File: src/rtl/led_status_pkg.sv
// Shared types and field-placement helpers for the calculator LED status driver.
package led_status_pkg;

  typedef enum logic [1:0] {
    OFF  = 2'd0,
    LAMP = 2'd1,
    RUN  = 2'd2,
    ERR  = 2'd3
  } mode_e;

  // LSB index of a field packed against the top of an LED bank.
  function automatic int field_lsb(input int bank_w, input int field_w);
    return bank_w - field_w;
  endfunction

  function automatic bit fields_fit(input int bank_w, input int low_w, input int high_w);
    return (low_w + high_w) <= bank_w;
  endfunction

endpackage

File: src/rtl/led_blink_timer.sv
// Blink phase generator for the error display; phase is the value in effect after the next edge.
module led_blink_timer #(
  parameter int DIV = 25_000_000
) (
  input  logic clk,
  input  logic reset,
  input  logic enable,
  input  logic restart,
  output logic phase
);

  localparam int CW = (DIV > 1) ? $clog2(DIV) : 1;
  localparam logic [CW-1:0] LAST = CW'(DIV - 1);

  logic [CW-1:0] count;
  logic [CW-1:0] count_next;
  logic          phase_q;

  // Exposing the upcoming phase lets the LED register show the first flash on the entry edge.
  always_comb begin
    count_next = '0;
    phase      = 1'b0;
    if (!enable) begin
      phase = 1'b0;
    end else if (restart) begin
      phase = 1'b1;
    end else if (count == LAST) begin
      phase = ~phase_q;
    end else begin
      count_next = count + CW'(1);
      phase      = phase_q;
    end
  end

  always_ff @(posedge clk or posedge reset) begin
    if (reset) begin
      count   <= '0;
      phase_q <= 1'b0;
    end else begin
      count   <= count_next;
      phase_q <= phase;
    end
  end

endmodule

File: src/rtl/led_status_driver.sv
// Registered LED bank driver for the calculator: power-up lamp test, run display,
// and a latched, blinking error mode with explicit acknowledge.
import led_status_pkg::*;

module led_status_driver #(
  parameter int RED_W       = 18,
  parameter int GRN_W       = 9,
  parameter int STATE_W     = 4,
  parameter int NUM_W       = 5,
  parameter int ONE_W       = 8,
  parameter int FLAG_N      = 3,
  parameter int BLINK_DIV   = 25_000_000,
  parameter int LAMP_CYCLES = 50_000_000
) (
  input  logic               clk,
  input  logic               reset,
  input  logic               power_on,
  input  logic               error,
  input  logic               err_clear,
  input  logic [FLAG_N-1:0]  flags,
  input  logic [STATE_W-1:0] state,
  input  logic [NUM_W-1:0]   number,
  input  logic [ONE_W-1:0]   one_val,
  output logic [RED_W-1:0]   red_led,
  output logic [GRN_W-1:0]   green_led,
  output logic [1:0]         mode
);

  localparam int ONE_LSB  = field_lsb(RED_W, ONE_W);
  localparam int FLAG_LSB = field_lsb(GRN_W, FLAG_N);
  localparam int LCW      = (LAMP_CYCLES > 1) ? $clog2(LAMP_CYCLES) : 1;
  localparam logic [LCW-1:0] LAMP_LAST = LCW'(LAMP_CYCLES - 1);

  if (!fields_fit(RED_W, STATE_W, ONE_W)) begin : g_red_overlap
    $fatal(1, "led_status_driver: STATE_W + ONE_W exceeds RED_W");
  end
  if (!fields_fit(GRN_W, NUM_W, FLAG_N)) begin : g_grn_overlap
    $fatal(1, "led_status_driver: NUM_W + FLAG_N exceeds GRN_W");
  end

  mode_e           cur_mode;
  mode_e           next_mode;
  logic [LCW-1:0]  lamp_cnt;
  logic [LCW-1:0]  lamp_next;
  logic [RED_W-1:0] red_next;
  logic [GRN_W-1:0] green_next;
  logic            blink_phase;

  // Dropping power wins over everything and is what releases a latched error.
  always_comb begin
    next_mode = cur_mode;
    lamp_next = '0;
    if (!power_on) begin
      next_mode = OFF;
    end else begin
      case (cur_mode)
        OFF:  next_mode = LAMP;
        LAMP: begin
          if (error) begin
            next_mode = ERR;
          end else if (lamp_cnt == LAMP_LAST) begin
            next_mode = RUN;
          end else begin
            lamp_next = lamp_cnt + LCW'(1);
          end
        end
        RUN:  if (error) next_mode = ERR;
        ERR:  if (err_clear && !error) next_mode = RUN;
        default: next_mode = OFF;
      endcase
    end
  end

  led_blink_timer #(.DIV(BLINK_DIV)) u_blink (
    .clk     (clk),
    .reset   (reset),
    .enable  (next_mode == ERR),
    .restart ((next_mode == ERR) && (cur_mode != ERR)),
    .phase   (blink_phase)
  );

  always_comb begin
    red_next   = '0;
    green_next = '0;
    case (next_mode)
      OFF:  red_next[STATE_W-1:0] = state;
      LAMP: begin
        red_next   = '1;
        green_next = '1;
      end
      RUN: begin
        red_next[STATE_W-1:0]           = state;
        red_next[ONE_LSB +: ONE_W]      = one_val;
        green_next[NUM_W-1:0]           = number;
        green_next[FLAG_LSB +: FLAG_N]  = flags;
      end
      ERR: begin
        red_next[STATE_W-1:0]      = state;
        red_next[ONE_LSB +: ONE_W] = {ONE_W{blink_phase}};
      end
      default: red_next = '0;
    endcase
  end

  always_ff @(posedge clk or posedge reset) begin
    if (reset) begin
      cur_mode  <= OFF;
      lamp_cnt  <= '0;
      red_led   <= '0;
      green_led <= '0;
    end else begin
      cur_mode  <= next_mode;
      lamp_cnt  <= lamp_next;
      red_led   <= red_next;
      green_led <= green_next;
    end
  end

  assign mode = cur_mode;

endmodule

File: config.mk
export PLATFORM = sky130hd
export DESIGN_NAME = led_status_driver
export DESIGN_NICKNAME = d
export VERILOG_FILES = /design/src/rtl/led_status_pkg.sv /design/src/rtl/led_blink_timer.sv /design/src/rtl/led_status_driver.sv
export SDC_FILE = /design/constraint.sdc
export NUM_CORES = 1
export LEC_CHECK = 0
export CORE_MARGIN = 3
export CORE_UTILIZATION = 54
export CTS_CLUSTER_DIAMETER = 30
export DETAILED_ROUTE_END_ITERATION = 10
export PLACE_DENSITY = 0.87
export SLEW_MARGIN = 20
export SYNTH_ARGS = -nofsm -noshare
export SYNTH_HDL_FRONTEND = slang
export SYNTH_SLANG_ARGS = --single-unit
File: constraint.sdc
create_clock -name clk -period 2.9 [get_ports clk]
set_input_delay 0.58 -clock clk [delete_from_list [all_inputs] [get_ports clk]]
set_output_delay 0.58 -clock clk [all_outputs]
set_load 0.05 [all_outputs]
### After elaboration in Yosys (flattened, before gate mapping)

Cells that the tools add are included.

| storage, ports and cells | value |
|---|---|
| bits in registers | 81 |
| bits of input ports | 25 |
| output and inout bits | 29 |

| cells by class | value |
|---|---|
| add/sub/neg operators | 2 |
| equal/unequal tests | 9 |
| muxes and demuxes | 22 |
| bitwise logic cells | 1 |
| reduce and logical (&&, ||, !) cells | 6 |

Operators with widths:

| cell | number |
|---|---|
| 26-bit two-way mux | 4 |
| 25-bit two-way mux | 3 |
| 26-bit by 1-bit adder with 26-bit output, second input constant | 1 |
| 26-bit == test, second input constant | 1 |
| 25-bit by 1-bit adder with 25-bit output, second input constant | 1 |
| 25-bit == test, second input constant | 1 |
| 8-bit one-hot mux with 3 select lines | 1 |
| 2-bit two-way mux | 5 |
| 5-bit one-hot mux with 2 select lines | 1 |
| 2-bit == test, second input constant | 4 |
| 2-bit one-hot mux with 4 select lines | 1 |
| 4-bit one-hot mux with 2 select lines | 1 |
| 6-bit two-way mux | 1 |
| 3-bit one-hot mux with 2 select lines | 1 |
| 2-bit by 1-bit == test with 1-bit output, second input constant | 2 |
| 2-bit zero test | 2 |
| 1-bit two-way mux | 4 |
| 3-bit OR reduction | 1 |
| 1-bit logical AND | 2 |
| 2-bit inequality test, second input constant | 1 |
| 1-bit zero test | 1 |
| 1-bit NOT | 1 |

### Longest topological paths before layout

| logic depth | value |
|---|---|
| word-level depth | 10 |
| gate-level depth with buffers | 11 |
| depth with buffers taken out | 9 |

### Modules after synthesis

A second synthesis with hierarchy kept.

| unflattened totals | value |
|---|---|
| cells, all modules | 386 |
| area total of the unflattened synthesis | 3,722.3 µm² |

By module, submodules not included:

| module | instances | cells an instance | area each (µm²) | sequential area each (µm²) |
|---|---|---|---|---|
| led_status_driver | 1 | 245 | 2,382.3 | 1,226.2 |
| led_blink_timer | 1 | 141 | 1,340.0 | 650.6 |

### Worst setup path after synthesis

No wires, ideal clock.

| timing path | value |
|---|---|
| kind | register to register |
| start point | reg lamp_cnt[0] |
| end point | reg u_blink.count[18] |
| library setup time | 119 ps |
| arrival time | 2,242 ps |
| path slack | 539 ps |
| stages on the path, launching flop included | 12 |
| cell sequence | dfrtp_1 ha_1 nand3_1 nor4_1 nand3_1 o31a_1 o21a_1 ha_1 buf_4 nand4_2 buf_4 nor2_1 |

| between the ends | value |
|---|---|
| cells in the longest elaborated chain, start to end | 9 |

Ends and longest elaborated chain:

| what | line | text |
|---|---|---|
| start: declaration | led_status_driver.sv:43 | `logic [LCW-1:0] lamp_cnt;` |
| start signal: assignment | led_status_driver.sv:113 | `lamp_cnt <= lamp_next;` |
| 26-bit == test (*) | led_status_driver.sv:61 | `end else if (lamp_cnt == LAMP_LAST) begin` |
| 2-bit two-way mux (*) | led_status_driver.sv:61 |  |
| 2-bit two-way mux (*) | led_status_driver.sv:59 | `if (error) begin` |
| 2-bit one-hot mux with 4 select lines (*) | led_status_driver.sv:56 | `case (cur_mode)` |
| 2-bit two-way mux (*) | led_status_driver.sv:53 | `if (!power_on) begin` |
| named net next_mode[0] | led_status_driver.sv:42 | `mode_e next_mode;` |
| 2-bit == test (*) | led_status_driver.sv:77, led_status_driver.sv:78 |  |
| 1-bit logical AND | led_status_driver.sv:78 | `.restart ((next_mode == ERR) && (cur_mode != ERR)),` |
| 25-bit two-way mux | led_blink_timer.sv:25 | `end else if (restart) begin` |
| 25-bit two-way mux (*) | led_blink_timer.sv:23 | `if (!enable) begin` |
| named net u_blink.count_next[18] | led_blink_timer.sv:16 | `logic [CW-1:0] count_next;` |
| end signal: assignment | led_blink_timer.sv:40 | `count <= count_next;` |
| end: declaration | led_blink_timer.sv:15 | `logic [CW-1:0] count;` |

The timed path passes the listed nets; every way through them passes the cells marked *.

### Final worst setup path

| timing path | value |
|---|---|
| start point | reg lamp_cnt[0] |
| end point | reg red_led[17] |

| between the ends | value |
|---|---|
| cells in the longest elaborated chain, start to end | 10 |
| elaborated cells on any way between the ends | 12 |
| those cells by class | eq/ne: 4; mux: 7; reduce/logical: 1 |

Ends and longest elaborated chain:

| what | line | text |
|---|---|---|
| 26-bit == test (*) | led_status_driver.sv:61 |  |
| 2-bit two-way mux (*) | led_status_driver.sv:61 |  |
| 2-bit two-way mux (*) | led_status_driver.sv:59 |  |
| 2-bit one-hot mux with 4 select lines (*) | led_status_driver.sv:56 |  |
| 2-bit two-way mux (*) | led_status_driver.sv:53 |  |
| named net next_mode[0] | led_status_driver.sv:42 |  |
| 2-bit == test | led_status_driver.sv:77, led_status_driver.sv:78, led_status_driver.sv:85 |  |
| 1-bit logical AND | led_status_driver.sv:78 |  |
| 1-bit two-way mux | led_blink_timer.sv:25 |  |
| 1-bit two-way mux | led_blink_timer.sv:23 |  |
| 8-bit one-hot mux with 3 select lines (*) | led_status_driver.sv:85 | `case (next_mode)` |
| named net red_next[17] | led_status_driver.sv:45 | `logic [RED_W-1:0] red_next;` |
| end signal: assignment | led_status_driver.sv:114 | `red_led <= red_next;` |
| end: declaration | led_status_driver.sv:24 | `output logic [RED_W-1:0] red_led,` |

Marked as above.

==> reports/metrics.cfg <==
[status]
outcome = complete, no violations

[route]
wl_per_cell_um = 16.7
drt_iter0_drc = 186
drtPass1Iterations = 4
vias_per_cell = 5.89
drc_errors = 0
drt-total-wl_mm = 8.24
ant_nets = 0
vias = 2910

[die]
rows = 29
die-area_um2 = 7810
start_util_pct = 56.8
fp.dieH_um = 88.4
coreArea_um2 = 6460
io_pins = 54
die_w_um = 88.4

[synth]
async_flop_share_pct = 100
synth.most_common_cell = dfrtp_1
synth_cells = 365
synthMuxAreaShare_pct = 0
yosys_register_bits = 75
synth_area_leader_cell = dfrtp_1
synth_fp_nets = 396
synth-seq-area-share_pct = 51.2
synth_area_leaders = dfrtp_1, xnor2_1, nor2_1, nand3_1, xor2_1
synth_compound_area_share_pct = 5.80
synth_cell_types = 42
synth_edf_count = 0
yosys.area_share.simple_pct = 24.7
synthAdderAreaFrac_pct = 2.05
synth_warnings = 0
avgSynthCellArea_um2 = 10.0
synth_flop_cell = dfrtp_1
synth_xor_area_share_pct = 11.2
synth_top_family_by_area = simple AND/OR/NAND/NOR gates
yosys-top-cells-count = dfrtp_1, nor2_1, xnor2_1, nand3_1, xor2_1
netlist.area_leader.share_pct = 51.2
syn-cell-area_um2 = 3670

[place]
port_buffers = 53
place_inst = 478
dp.final_hpwl_mm = 5.31
place.gp.congestion = 0.881
dp_slack_ns = 0.345

[timing]
worstMarginPinSlew_ns = 0.843
skew_ns = 0.00958
setup_viol = 0
period_share_pct = 91.9
finalHoldViolations = 0
slew_headroom_pct = 43.2
setup_slack_ns = 0.235
hold_slack_ns = 0.503
tns_ns = 0
post-route-min-period_ns = 2.67
fmax_mhz = 375
rsz0062_at_grt = no
drv_slew = 0

[critical_path]
path_cells = ha_1, nand3_1, nor4_2, nand3_1, o31a_1, o21a_1, ha_1, a32oi_1, o21ai_1
crit_path_max_fanout = 10
start_kind = register
max_stage_delay_ns = 0.39
critPathRequiredTime_ns = 3.08
critical-path-slowest-cell = dfrtp_1
crit_family = compound AO/OA/AOI/OAI gates
startpoint = lamp_cnt[0]$_DFF_PP0_
arrival_ns = 2.84
rr_worst_depth = 9
r2r-end = red_led[17]$_DFF_PP0_
endpoint_kind = register
r2r-start = lamp_cnt[0]$_DFF_PP0_
r2r_slack_ns = 0.23
worstSetupEndpoint = red_led[17]$_DFF_PP0_
critPathBufInv = 0
crit_type = reg -> reg
cp.depth = 9

[pwr]
leakagePower_nw = 1.69
ir_drop_v = 0.000267
power_density_nw_per_um2 = 521
fin_total_pwr_mw = 2.32

[layout]
syn_to_final_growth_pct = 21.2
finalNonFillerCells = 494
n_fill_cell = 427
n_antenna_cell = 0
drive_above_1_share_pct = 9.35
finalNetCount = 443

[cts]
clkTransAtPathRegs_ns = 0.08
cts_num_sinks = 75
insertion_delay_ns = 0.35
root_buffer = clkbuf_8
htree_levels = 3
numCtsBuffers = 9
cts_tree = built
hold_buffers = 0
clk_path_buf_depth = 2

[global_route]
grt_max_degree = 76
grt_first_pass_wirelength_mm = 13.7
first_global_vias = 2875
grt_use_total_pct = 22.8
antenna_found_initial = 0
grt_overflow = 0

[worst_hold_path]
min-delay-path-class = reg -> reg

[flow_run]
drv_cap = 0

## layout by cell type, fill, tap and decap left out, types with 2 or more instances in the layout
cell / count
xnor2_1: 34
and4_1: 4
a32oi_1: 8
clkinvlp_4: 2
a21oi_1: 8
nor4_1: 5
or2_2: 4
nor4b_1: 5
buf_12: 2
nand4_1: 12
nand2_1: 10
o21ai_0: 4
and3_1: 7
or4_4: 2
inv_1: 10
nor3b_1: 2
buf_4: 2
o21ai_1: 8
clkbuf_8: 10
and3_2: 3
nor2_1: 70
o21a_1: 2
nor3_1: 12
dfrtp_1: 75
xor2_1: 13
nand3_1: 23
nor4_2: 2
bufinv_16: 2
ha_1: 5
clkdlybuf4s50_1: 53
nor4bb_1: 2
## worst register-to-register path: cells and delay by family (launching register included)
family          cells  cell delay (ns)
compound gates      4             0.90
fa+ha+maj           2             0.58
flops               1             0.39
simple gates        3             0.62
## sequential cells by signal (all words and copies together) (netlist names)
name / count
red_led: 12
green_led: 9
u_blink.phase_q: 1
u_blink.count: 25
mode: 2
lamp_cnt: 26
## stage by stage
stage                     instance area (µm²)  util [%]
after CTS                                4430      68.6
after floorplan                          3670         -
final                                    4440      68.8
after detailed placement                 4210      65.1
after global placement                   4210      65.1
after global routing                     4440      68.8
## routing by layer
| metal | global-route usage (%) | vias to the layer above | routed length, µm |
|---|---|---|---|
| li1 | - | 1347 | - |
| met1 | 27.7 | 1411 | 3360 |
| met2 | 38.3 | 128 | 4180 |
| met3 | 5.40 | 24 | 465 |
| met4 | 10.4 | 0 | 235 |
| met5 | 0 | - | 0 |
## kinds of logic (layout without fill, tap and decap cells)
kind of cell / Yosys count / count (layout)
AO/OA/AOI/OAI: 33 / 33
XOR/XNOR: 47 / 47
adder cells (fa/ha/maj): 6 / 6
buffers and inverters: 32 / 84
flip-flops: 75 / 75
AND/OR/NAND/NOR: 172 / 172
## power breakdown
part | leakage [nW] | internal, mW | switching (mW)
registers | 1.01 | 1.07 | 0.0142
logic | 0.575 | 0.114 | 0.212
clock network | 0.108 | 0.507 | 0.394
total | 1.69 | 1.69 | 0.621
## how the worst min path moves through the flow
stage | start | slack (ns) | end | cells past startpoint
global placement | lamp_cnt[0]$_DFF_PP0_ | 0.47 | lamp_cnt[0]$_DFF_PP0_ | 1
global route | lamp_cnt[0]$_DFF_PP0_ | 0.52 | lamp_cnt[0]$_DFF_PP0_ | 1
CTS | lamp_cnt[0]$_DFF_PP0_ | 0.50 | lamp_cnt[0]$_DFF_PP0_ | 1
detailed placement | lamp_cnt[0]$_DFF_PP0_ | 0.48 | lamp_cnt[0]$_DFF_PP0_ | 1
floorplan | lamp_cnt[0]$_DFF_PP0_ | 0.45 | lamp_cnt[0]$_DFF_PP0_ | 1
finish | lamp_cnt[0]$_DFF_PP0_ | 0.50 | lamp_cnt[0]$_DFF_PP0_ | 1
## area by class of cell
type / instances / area (µm²) / share of cell area (%)
clock inverter: 6 / 88.8 / 2.00
inverter: 11 / 41.3 / 0.930
multi-input combinational: 258 / 1620 / 36.4
tap: 77 / 96.3 / 2.17
clock buffer: 10 / 138 / 3.10
sequential: 75 / 1880 / 42.3
timing repair buffer: 57 / 586 / 13.2
## repair_timing
action / in CTS / in global routing
resized for setup: 0 / 2
endpoints found under the setup margin: 0 / 38
hold endpoints to repair: 0 / 0
setup buffers: 0 / 0
No activity file was read; power rests on OpenSTA's default activity.
